File: src/rtl/alu_pkg.sv
// Shared ALU definitions: decoder ALUControl codes, execute-unit states and op-class helpers.
// The decoder imports the same code constants, so both sides stay in lockstep.
package alu_pkg;

   localparam logic [3:0] ALU_ADD  = 4'b0000;
   localparam logic [3:0] ALU_SUB  = 4'b1000;
   localparam logic [3:0] ALU_SLT  = 4'b0010;
   localparam logic [3:0] ALU_SLTU = 4'b0011;
   localparam logic [3:0] ALU_XOR  = 4'b0100;
   localparam logic [3:0] ALU_OR   = 4'b0110;
   localparam logic [3:0] ALU_AND  = 4'b0111;
   localparam logic [3:0] ALU_SLL  = 4'b0001;
   localparam logic [3:0] ALU_SRL  = 4'b0101;
   localparam logic [3:0] ALU_SRA  = 4'b1101;

   typedef enum logic [1:0] {
      ST_IDLE  = 2'd0,
      ST_SHIFT = 2'd1,
      ST_DONE  = 2'd2
   } state_t;

   function automatic logic is_shift(input logic [3:0] code);
      return (code == ALU_SLL) || (code == ALU_SRL) || (code == ALU_SRA);
   endfunction

endpackage

File: src/rtl/alu_serial_shifter.sv
// Iterative 1-bit-per-cycle shifter: loads an operand and a count, then shifts until the count drains.
// 'value' is the register after one more step, so the owner can capture the final result on the last step.
module alu_serial_shifter
#(
   parameter int WIDTH = 32,
   parameter int SHW   = $clog2(WIDTH)
) (
   input  logic             clk,
   input  logic             reset_n,
   input  logic             clear,
   input  logic             load,
   input  logic             dir,
   input  logic             arith,
   input  logic [SHW-1:0]   shamt,
   input  logic [WIDTH-1:0] data,
   output logic             done,
   output logic [WIDTH-1:0] value
);

   logic [WIDTH-1:0] r_value;
   logic [SHW-1:0]   r_count;
   logic             r_dir;
   logic             r_arith;
   logic [WIDTH-1:0] w_step;

   // dir=1 shifts right; arith selects MSB replication instead of zero fill
   always_comb begin
      w_step = {r_value[WIDTH-2:0], 1'b0};
      if (r_dir) begin
         w_step = {r_arith & r_value[WIDTH-1], r_value[WIDTH-1:1]};
      end
   end

   always_ff @(posedge clk or negedge reset_n) begin
      if (!reset_n) begin
         r_value <= '0;
         r_count <= '0;
         r_dir   <= 1'b0;
         r_arith <= 1'b0;
      end else if (clear) begin
         r_count <= '0;
      end else if (load) begin
         r_value <= data;
         r_count <= shamt;
         r_dir   <= dir;
         r_arith <= arith;
      end else if (r_count != '0) begin
         r_value <= w_step;
         r_count <= r_count - SHW'(1);
      end
   end

   assign done  = (r_count == SHW'(1));
   assign value = w_step;

endmodule

File: src/rtl/alu_iter_exec.sv
// Execute-stage ALU: single-cycle logic/arith ops, serial shifts, valid/ready on both sides.
// A held result in DONE can be retired and replaced by a new request in the same cycle.
module alu_iter_exec
   import alu_pkg::*;
#(
   parameter int WIDTH = 32
) (
   input  logic             clk,
   input  logic             reset_n,
   input  logic             in_valid,
   output logic             in_ready,
   input  logic [3:0]       alu_control,
   input  logic [WIDTH-1:0] src_a,
   input  logic [WIDTH-1:0] src_b,
   input  logic             flush,
   output logic             out_valid,
   input  logic             out_ready,
   output logic [WIDTH-1:0] result,
   output logic             zero,
   output logic             illegal,
   output logic             busy
);

   localparam int SHW = $clog2(WIDTH);

   state_t           r_state;
   state_t           w_stateNext;
   logic [WIDTH-1:0] r_result;
   logic             r_zero;
   logic             r_illegal;

   logic             w_accept;
   logic [SHW-1:0]   w_shamt;
   logic             w_goShift;
   logic [WIDTH-1:0] w_aluResult;
   logic             w_aluIllegal;
   logic             w_shDone;
   logic [WIDTH-1:0] w_shValue;
   logic             w_shDir;
   logic             w_shArith;

   assign in_ready  = !flush && ((r_state == ST_IDLE) || ((r_state == ST_DONE) && out_ready));
   assign w_accept  = in_valid && in_ready;
   assign w_shamt   = src_b[SHW-1:0];
   assign w_goShift = is_shift(alu_control) && (w_shamt != '0);
   assign w_shDir   = (alu_control != ALU_SLL);
   assign w_shArith = (alu_control == ALU_SRA);

   // Shift codes fall through as src_a: that is the shift-by-zero answer
   always_comb begin
      w_aluResult  = '0;
      w_aluIllegal = 1'b0;
      case (alu_control)
         ALU_ADD:  w_aluResult = src_a + src_b;
         ALU_SUB:  w_aluResult = src_a - src_b;
         ALU_SLT:  w_aluResult = {{(WIDTH-1){1'b0}}, ($signed(src_a) < $signed(src_b))};
         ALU_SLTU: w_aluResult = {{(WIDTH-1){1'b0}}, (src_a < src_b)};
         ALU_XOR:  w_aluResult = src_a ^ src_b;
         ALU_OR:   w_aluResult = src_a | src_b;
         ALU_AND:  w_aluResult = src_a & src_b;
         ALU_SLL,
         ALU_SRL,
         ALU_SRA:  w_aluResult = src_a;
         default:  w_aluIllegal = 1'b1;
      endcase
   end

   always_comb begin
      w_stateNext = r_state;
      if (flush) begin
         w_stateNext = ST_IDLE;
      end else begin
         case (r_state)
            ST_IDLE: begin
               if (w_accept) begin
                  w_stateNext = w_goShift ? ST_SHIFT : ST_DONE;
               end
            end
            ST_SHIFT: begin
               if (w_shDone) begin
                  w_stateNext = ST_DONE;
               end
            end
            ST_DONE: begin
               if (w_accept) begin
                  w_stateNext = w_goShift ? ST_SHIFT : ST_DONE;
               end else if (out_ready) begin
                  w_stateNext = ST_IDLE;
               end
            end
            default: w_stateNext = ST_IDLE;
         endcase
      end
   end

   always_ff @(posedge clk or negedge reset_n) begin
      if (!reset_n) begin
         r_state <= ST_IDLE;
      end else begin
         r_state <= w_stateNext;
      end
   end

   // Result registers change only on accept or final shift step, so they hold under backpressure
   always_ff @(posedge clk or negedge reset_n) begin
      if (!reset_n) begin
         r_result  <= '0;
         r_zero    <= 1'b1;
         r_illegal <= 1'b0;
      end else if (flush) begin
         r_result  <= '0;
         r_zero    <= 1'b1;
         r_illegal <= 1'b0;
      end else if (w_accept && !w_goShift) begin
         r_result  <= w_aluResult;
         r_zero    <= (w_aluResult == '0);
         r_illegal <= w_aluIllegal;
      end else if (w_accept) begin
         r_illegal <= 1'b0;
      end else if ((r_state == ST_SHIFT) && w_shDone) begin
         r_result  <= w_shValue;
         r_zero    <= (w_shValue == '0);
      end
   end

   alu_serial_shifter #(
      .WIDTH (WIDTH),
      .SHW   (SHW)
   ) u_shifter (
      .clk     (clk),
      .reset_n (reset_n),
      .clear   (flush),
      .load    (w_accept && w_goShift),
      .dir     (w_shDir),
      .arith   (w_shArith),
      .shamt   (w_shamt),
      .data    (src_a),
      .done    (w_shDone),
      .value   (w_shValue)
   );

   assign out_valid = (r_state == ST_DONE);
   assign busy      = (r_state != ST_IDLE);
   assign result    = r_result;
   assign zero      = r_zero;
   assign illegal   = r_illegal;

endmodule

File: config.mk
export PLATFORM = sky130hd
export DESIGN_NAME = alu_iter_exec
export DESIGN_NICKNAME = d
export VERILOG_FILES = /design/src/rtl/alu_pkg.sv /design/src/rtl/alu_serial_shifter.sv /design/src/rtl/alu_iter_exec.sv
export SDC_FILE = /design/constraint.sdc
export NUM_CORES = 1
export LEC_CHECK = 0
export BUFFER_PORTS_ARGS = -buffer_cell sky130_fd_sc_hd__buf_2
export CELL_PAD_IN_SITES_DETAIL_PLACEMENT = 0
export CELL_PAD_IN_SITES_GLOBAL_PLACEMENT = 1
export CORE_ASPECT_RATIO = 0.9
export CORE_MARGIN = 2
export CORE_UTILIZATION = 45
export CTS_CLUSTER_SIZE = 40
export DETAILED_ROUTE_END_ITERATION = 8
export HOLD_SLACK_MARGIN = 0.03
export PLACE_DENSITY_LB_ADDON = 0.1
export SETUP_SLACK_MARGIN = 0.02
export SLEW_MARGIN = 20
export SYNTH_ARGS = -nofsm -noshare
export SYNTH_HDL_FRONTEND = slang
export SYNTH_HIERARCHICAL = 1
export SYNTH_SLANG_ARGS = --single-unit
File: constraint.sdc
create_clock -name clk -period 8.9 [get_ports clk]
set_input_delay 0.89 -clock clk [delete_from_list [all_inputs] [get_ports clk]]
set_output_delay 0.89 -clock clk [all_outputs]
set_load 0.01 [all_outputs]
# Word level (Yosys, flattened, before mapping)

Cells that the tools add are included.

$add $sub $neg: 3
Magnitude comparators: 2
Equality and inequality tests: 17
Muxes and demuxes: 26
Bitwise operators: 5
Reductions and logical operators: 29

Operator list:

| operator            | number |
|---|---|
| $pmux 32 s8         | 1 |
| $mux 32             | 7 |
| $logic_not 32->1    | 2 |
| $lt 32x32->1        | 2 |
| $add 32x32->32      | 1 |
| $and 32x32->32      | 1 |
| $or 32x32->32       | 1 |
| $sub 32x32->32      | 1 |
| $xor 32x32->32      | 1 |
| $eq 4x3->1 const B  | 4 |
| $mux 5              | 3 |
| $mux 2              | 6 |
| $reduce_bool 5->1   | 2 |
| $reduce_or 10->1    | 1 |
| $reduce_bool 3->1   | 3 |
| $eq 4x2->1 const B  | 2 |
| $eq 4x4->1 const B  | 2 |
| $mux 1              | 8 |
| $logic_and 1x1->1   | 7 |
| $ne 3x3->1 const B  | 2 |
| $pmux 2 s3          | 1 |
| $reduce_and 2->1    | 3 |
| $eq 5x1->1 const B  | 1 |
| $sub 5x1->5 const B | 1 |
| 15 further kinds    | 19 |

Flip-flop bits (word level): 75
Bits of input ports: 73
Output and inout port bits: 37
Logic and storage cells: 90

# Logic depth before layout (Yosys ltp)

Gate-level depths: netlist of run 1.

Word-level depth: 8
Depth in mapped cells: 15
Gate-level depth less buffers: 15

# Hierarchy

Netlist of run 1, hierarchy kept.

Modules (own cells, without submodules):

| module             | times used | cells an instance | area an instance (um2) | seq. area each (um2) |
|---|---|---|---|---|
| alu_iter_exec      | 1          | 1129              | 7913.8                 | 902.1 |
| alu_serial_shifter | 1          | 208               | 2401.1                 | 975.9 |

# Worst setup path before layout of run 1

No wires, ideal clock.

Path kind: input -> register
Start: in src_a[2]
End: reg r_zero, in the netlist zero
Library setup time: 0.072 ns
Arrival time: 4.004 ns
Data required time: 8.828 ns
Path slack: 4.824 ns
Cell stages on the path: 14
Buffers on the path: 1
Cell sequence: inv_1 ha_1 buf_2 nand2b_1 a2111o_1 a211oi_2 nor2_1 o21a_1 a211o_1 mux2i_1 o21ai_0 or4_1 or4_1 o21ai_1

Word-level cells in the longest chain between the ends: 5
Elaborated cells on any way between the ends: 11
Classes of those cells: 2 x add/sub; 2 x order compare; 3 x mux; 3 x bitwise; 1 x reduce/logical

Ends and longest elaborated chain:

| what                                         | RTL line             | source |
|---|---|---|
| start: declaration                           | alu_iter_exec.sv:13  | `input logic [WIDTH-1:0] src_a,` |
| $sub 32x32->32, or another cell as far along | alu_iter_exec.sv:55  | `ALU_SUB: w_aluResult = src_a - src_b;` |
| $pmux 32 s8 (*)                              | alu_iter_exec.sv:53  | `case (alu_control)` |
| $logic_not 32->1 (*)                         | alu_iter_exec.sv:116 | `r_zero <= (w_aluResult == '0);` |
| $mux 1 (*)                                   | alu_iter_exec.sv:114 | `end else if (w_accept && !w_goShift) begin` |
| $mux 1 (*)                                   | alu_iter_exec.sv:110 | `end else if (flush) begin` |
| end signal: assignment                       | alu_iter_exec.sv:116 |  |
| end signal: assignment                       | alu_iter_exec.sv:122 | `r_zero <= (w_shValue == '0);` |
| end: declaration                             | alu_iter_exec.sv:29  | `logic r_zero;` |

Mark *: on every way between the ends. The rest lies on a longest branch, timed or not.
A chain may end at the register's enable or synchronous reset.

# Worst setup path after layout of run 1

Start: in alu_control[1]
End: reg u_shifter.r_value[31]

Word-level cells in the longest chain between the ends: 7
Elaborated cells on any way between the ends: 10
Classes of those cells: 3 x eq/ne; 1 x mux; 6 x reduce/logical

Ends and longest elaborated chain:

| what                                     | RTL line                 | source |
|---|---|---|
| start: declaration                       | alu_iter_exec.sv:12      | `input logic [3:0] alu_control,` |
| $eq 4x1->1 or $eq 4x3->1 (tied branches) | alu_pkg.sv:23            | `return (code == ALU_SLL) \|\| (code == ALU_SRL) \|\| (code == ALU_SRA);` |
| $logic_or 1x1->1                         | alu_pkg.sv:23            |  |
| $logic_or 1x1->1 (*)                     | alu_pkg.sv:23            |  |
| $logic_and 1x1->1 (*)                    | alu_iter_exec.sv:45      | `assign w_goShift = is_shift(alu_control) && (w_shamt != '0);` |
| $logic_and 1x1->1 (*)                    | alu_iter_exec.sv:133     | `.load (w_accept && w_goShift),` |
| $reduce_bool 2->1 (no line)              | n/a                      |  |
| $reduce_and 2->1 (no line)               | n/a                      |  |
| end signal: assignment                   | alu_serial_shifter.sv:43 | `r_value <= data;` |
| end signal: assignment                   | alu_serial_shifter.sv:48 | `r_value <= w_step;` |
| end: declaration                         | alu_serial_shifter.sv:20 | `logic [WIDTH-1:0] r_value;` |

Marks and branches as above.

==> run metrics, run 1 <==
nets=1561; RSZ-0062 raised after global routing=false; worst-path cell chain=buf_2, nor2b_1, o211ai_1, nor2_1, clkinv_2, a21oi_4, buf_4, mux2_2; Synth Flop Type=dfrtp_1; R2R depth=7; Syn Area/Cell=7.71 um2; H-tree Lvls=3; CTS resizes=0; slowest stage delay, CP=0.91 ns; WHS Endpoint=result[11]; YS warnings=6; drt drc=0; met3 wire len=4110 um; Post-synth EDFFs=0; Final setup viols=0; initial antenna violation count=1; first-pass GRT wire length=57800 um; clock latency at the later pin of the worst-skew pair=0.34 ns; Max clock buf depth=2; Met1 Routed Length=17900 um; post-CTS setup buffers=0; asr flop ratio synth=100%; final setup TNS=0 ns; Die H=148 um; Post-Layout Cell Count=1683; hold crit path type=flip-flop to flip-flop; CTS buffer count=9; Static Leak=5.40 nW; family with the most delay on the worst path=buffers and inverters; Reg2Reg Capture Point=u_shifter/r_value[31]; WHS Path Cells=2; CTS tree=built; Pre-Repair DR Iteration Count=7; Placed Instances=1667; die area=24200 um2; CTS sink count=75; sequential area share after synthesis=18.2%; status=finished clean; Synth area leader=dfrtp_1; clock edge transition at the registers on the reported setup and hold paths=0.06 ns; Post-Syn Instances=1337; Pwr Density=182 nW/um2; n_diodes=0; Port Buf Inserts=109; crit share post-route=58.7%; clock skew=0.00574 ns; cts hold-fix bufs=0; max-cap check violation count=0; syn nets=1517; Synth area leaders=dfrtp_1, ha_1, mux2i_1, a21oi_1, inv_1; Routed WL=37900 um; DR vias=10700; Die W=164 um; Slew Limit Headroom=34.8%; Tmin final=5.22 ns; # IOs=110; Initial Util=45.8%; post-route ant nets=0; FF-to-FF Start=r_state[1]; Area Overhead vs Synth=9.21%; Final Hold Vio Count=0; Hold Crit Start=result[11]; Slowest-stage cell, CP=clkinv_2; number of global-route vias before repair=9826; Netlist cell types=88; FF-to-FF setup slack=4.62 ns; Yosys top cell area share=18.0%; CTS root buf=clkbuf_16; pin count of the biggest net entering global routing=85; DR WL/cell=22.5 um; Final GP Congestion=0.959; peak supply drop=0.000158 V; CP bufs+invs=3; # rows=52; fin. max-slew vios=0; post-synthesis register bit count=75; Worst Max-Slew Pin Slew=0.978 ns; DR top layer=met5; fmax=191 MHz; Iter 0 DRT Violations=1468; worst setup path category=input pin to flip-flop; CP max FO=40; CP Capture Type=flip-flop; GRT overflow=0; required time of the critical path=9.12 ns; HPWL Detailed=28700 um; wire length on met2=15200 um; post-layout util=50.0%; via-per-instance ratio=6.34; share of cells above drive strength 1=14.9%; mapped cell area=10300 um2; CP startpoint kind=input pin; WP data arrival=5.44 ns; core area=22500 um2; gr usage total=30.8%
[Yosys cell counts, types with 22 or more instances]
| master | instances |
|---|---|
| clkbuf_1 | 54 |
| dfrtp_1 | 74 |
| mux2_2 | 35 |
| nand4_1 | 25 |
| mux2i_1 | 83 |
| o21ai_0 | 82 |
| nor4_1 | 22 |
| nand3_1 | 24 |
| a21oi_1 | 103 |
| ha_1 | 105 |
| nand2_1 | 99 |
| inv_1 | 135 |
| nor2_1 | 92 |
[state kept, by name (all words and copies together) (netlist names)]
name and count:
u_shifter/r_count 5, u_shifter/r_arith 1, zero 1, r_state 2
illegal 1, u_shifter/r_value 32, u_shifter/r_dir 1, result 32
[worst register-to-register path, stage by stage (launching register included)]
cell      delay (ns)
dfrtp_1         0.38
nor2b_1         0.16
or4b_1          0.58
nor2_1          0.52
clkinv_2        0.91
a21oi_4         0.71
buf_4           0.49
mux2_2          0.42
[worst max-delay path by stage]
stage | slack [ns] | depth (start not counted) | startpoint | end
global route | 3.49 | 8 | alu_control[1] | u_shifter/r_value[31]
floorplan | 4.82 | 14 | src_a[2] | zero
global placement | 3.61 | 12 | alu_control[3] | zero
detailed placement | 3.62 | 13 | alu_control[0] | zero
finish | 3.68 | 8 | alu_control[1] | u_shifter/r_value[31]
CTS | 3.99 | 13 | alu_control[0] | zero
[power breakdown]
group,switching (mW),internal (mW)
Combinational,0.659,0.442
Clock,0.143,0.246
Sequential,0.0930,0.468
[routing by layer]
layer	global-route usage [%]	vias to the layer above
li1	-	4975
met1	47.7	5071
met2	43.8	560
met3	6.20	55
met4	6.27	2
met5	0	-
[per-stage QoR]
step           setup slack (ns)  power [mW]  instance area [um2]  hold WS [ns]
2_1_floorplan              4.82        1.31                10300         0.477
3_3_place_gp               3.61        1.63                10900         0.454
3_5_place_dp               3.62        1.64                10900         0.464
4_1_cts                    3.99        2.04                11300         0.477
5_1_grt                    3.49        2.18                11300         0.497
6_report                   3.68        2.05                11300         0.470
[kinds of logic (layout without fill, tap and decap cells)]
kind of cell             after synthesis  after routing  synth area share, %
AO/OA/AOI/OAI                        421            421                 27.9
XOR/XNOR                              11             11                0.934
AND/OR/NAND/NOR                      383            383                 19.3
multiplexers                         118            118                 11.9
adder cells (fa/ha/maj)              107            107                 13.1
flip-flops                            75             75                 18.2
buffers and inverters                222            271                 8.64
[area by class of cell]
class                   instances  area, um2
clock buffers                  10        229
clock inverters                 6       90.1
fillers                      2282      11200
inverters                     136        512
multi-input cells            1040       7560
flip-flops and latches         75       1880
well taps                     297        372
repair buffers                119        623
[placed cells by master (no fill, tap or decap), types with 7 or more instances in the layout]
master,synthesis,final
inv_1,135,134
buf_2,19,108
ha_1,105,105
a21oi_1,103,103
nand2_1,99,99
nor2_1,92,92
mux2i_1,83,83
o21ai_0,82,82
dfrtp_1,74,74
mux2_2,35,35
nand4_1,25,25
nand3_1,24,24
a21o_1,21,21
a211oi_1,21,21
nor4_1,22,21
nor3_1,20,19
nor2b_1,18,17
o211ai_1,14,14
a22oi_1,14,14
o31ai_1,14,14
o21bai_1,13,13
a22o_1,13,13
and3_1,12,12
nand2b_1,12,12
buf_4,1,11
o21a_1,10,10
o221ai_1,9,9
a31oi_1,9,9
clkbuf_16,0,9
or2_2,8,8
and2_1,9,8
o22ai_1,8,8
xnor2_1,7,7
Power figures use the tool's default switching activity.
==> run 2, diff against run 1 <==
Clock period 8.9 ns to 5.2 ns, I/O delays scaled along.
==> run 2 against run 1 <==
Sequential share of layout area shrank 0.27 points. Routed wire length up 2.1%. Cell area grew 1.7%. Utilization is 0.83 points higher. Worst hold slack lost 0.14 ns. Register-to-register slack got worse by 2.9 ns. Combinational power is 72% higher. Largest power group unchanged. Via count about the same.
==> run metrics, run 2 (synthesis results as in run 1) <==
status=finished clean; Max clock buf depth=2 (unchanged); CP bufs+invs=2 (-1); Die H=148 um (unchanged); final setup TNS=0 ns (unchanged); post-route ant nets=0 (unchanged); most frequent cells in the layout=inv_1, buf_2, ha_1, a21oi_1, nand2_1; peak supply drop=0.000274 V (+74%); die area=24200 um2 (unchanged); worst setup path category=input pin to flip-flop; Port Buf Inserts=109 (unchanged); via-per-instance ratio=6.27 (-1.1%); drt drc=0 (unchanged); cts hold-fix bufs=0 (unchanged); Top cell by count, worst path=or4_1; Setup crit end=zero; Worst Max-Slew Pin Slew=0.968 ns (-0.0103 ns); # IOs=110 (unchanged); share of cells above drive strength 1=16.0% (+1.1 points); gr usage total=31.6% (+0.84 points); Pre-Repair DR Iteration Count=5 (-2); max-cap check violation count=0 (unchanged); CTS tree=built; Iter 0 DRT Violations=1270 (-13%); clock skew=0.00886 ns (+0.00312 ns); FF-to-FF Start=r_state[1]; crit share post-route=84.4%; Die W=164 um (unchanged); WP data arrival=4.66 ns (-0.78 ns); Tmin final=4.39 ns; slowest stage delay, CP=0.68 ns (-0.23 ns); HPWL Detailed=29800 um (+3.7%); H-tree Lvls=3 (unchanged); CP startpoint kind=input pin; worst-path cell chain=buf_2, inv_1, ha_1, a21oi_1, nor2b_1, and4_1, nor3b_4, o41ai_1, o22ai_1, nor2_1, o21ai_0, or4_1, or4_1, o21ai_1; fin. max-slew vios=0 (unchanged); leading cell type in the layout, fill and taps excluded=inv_1; RSZ-0062 raised after global routing=false; Final Hold Vio Count=0 (unchanged); core area=22500 um2 (unchanged); number of global-route vias before repair=9980 (+1.6%); fmax=228 MHz; Initial Util=45.8% (unchanged); Reg2Reg Capture Point=zero; CTS root buf=clkbuf_16; Slew Limit Headroom=35.5% (+0.69 points); Routed WL=38700 um (+2.1%); Final setup viols=0 (unchanged); Slowest-stage cell, CP=o41ai_1; Placed Instances=1686 (+1.1%); required time of the critical path=5.47 ns (-3.65 ns); Static Leak=5.52 nW (+2.1%); WP depth=14 (+6); Final GP Congestion=0.990 (+3.2%); nets=1580 (+1.2%); pin count of the biggest net entering global routing=76 (-11%); GRT overflow=0 (unchanged); post-CTS setup buffers=0 (unchanged); hold crit path type=input pin to async pin; FF-to-FF setup slack=1.75 ns (-2.87 ns); first-pass GRT wire length=59200 um (+2.5%); CTS sink count=75 (unchanged); CP max FO=12 (-70%); initial antenna violation count=0 (-1); Pwr Density=318 nW/um2 (+75%); fill count=2289 (+0.31%); DR vias=10700 (+0.038%); CTS resizes=0 (unchanged); family with the most delay on the worst path=simple AND/OR/NAND/NOR gates; # rows=52 (unchanged); R2R depth=11 (+4); grt peak-use layer=met1; CTS buffer count=9 (unchanged); Area Overhead vs Synth=11.0%; GRT met1 Usage=48.9% (+1.2 points); met2 Use GR=45.7% (+1.9 points); met3 usage=5.39% (-0.81 points); Worst Setup SP=src_a[8]; clock edge transition at the registers on the reported setup and hold paths=0.06 ns (about the same); Sequential Area=1880 um2 (unchanged); clock latency at the later pin of the worst-skew pair=0.34 ns (about the same); Post-Layout Cell Count=1702 (+1.1%); DR WL/cell=22.7 um (+0.99%); Multi-input gate area=7560 um2 (about the same); CP Capture Type=flip-flop
run 2: metal layers:
layer	share of wire [%]	vias up
met5	0	-
met4	1.9	0
met3	9.6	58
met2	41	520
met1	48	5080
li1	-	5009
run 2: area by class of cell:
cell class,instances,share of cell area (%)
Multi-Input combinational cell,1040,66.0
Clock inverter,6,1.20
Antenna cell,1,0.0219
Tap cell,297,3.25
Sequential cell,75,16.4
Timing Repair Buffer,138,6.69
Clock buffer,9,1.97
Inverter,136,4.46
run 2: stage by stage:
stage | total power, mW | hold WS (ns) | area (um2) | utilization (%) | setup slack [ns]
finish | 3.64 | 0.332 | 11500 | 50.9 | 0.812
global route | 3.86 | 0.401 | 11400 | 50.9 | 0.631
CTS | 3.62 | 0.369 | 11400 | 50.9 | 0.943
detailed placement | 2.83 | 0.465 | 11100 | 49.2 | 0.576
global placement | 2.81 | 0.455 | 11100 | 49.2 | 0.630
floorplan | 2.24 | 0.224 | 10300 | - | 1.49
run 2: power by group:
part           internal (mW)  switching (mW)
registers              0.800           0.180
clock network          0.517           0.254
logic                  0.769            1.12
total                   2.09            1.56
run 2: how the worst min path moves through the flow:
stage,startpoint,slack [ns],cells past startpoint,end
6_report,reset_n,0.33,1,u_shifter/r_count[1]
2_1_floorplan,reset_n,0.22,0,illegal
4_1_cts,reset_n,0.37,1,u_shifter/r_count[1]
3_3_place_gp,result[31],0.45,1,result[31]
3_5_place_dp,result[31],0.47,1,result[31]
5_1_grt,reset_n,0.40,1,result[4]
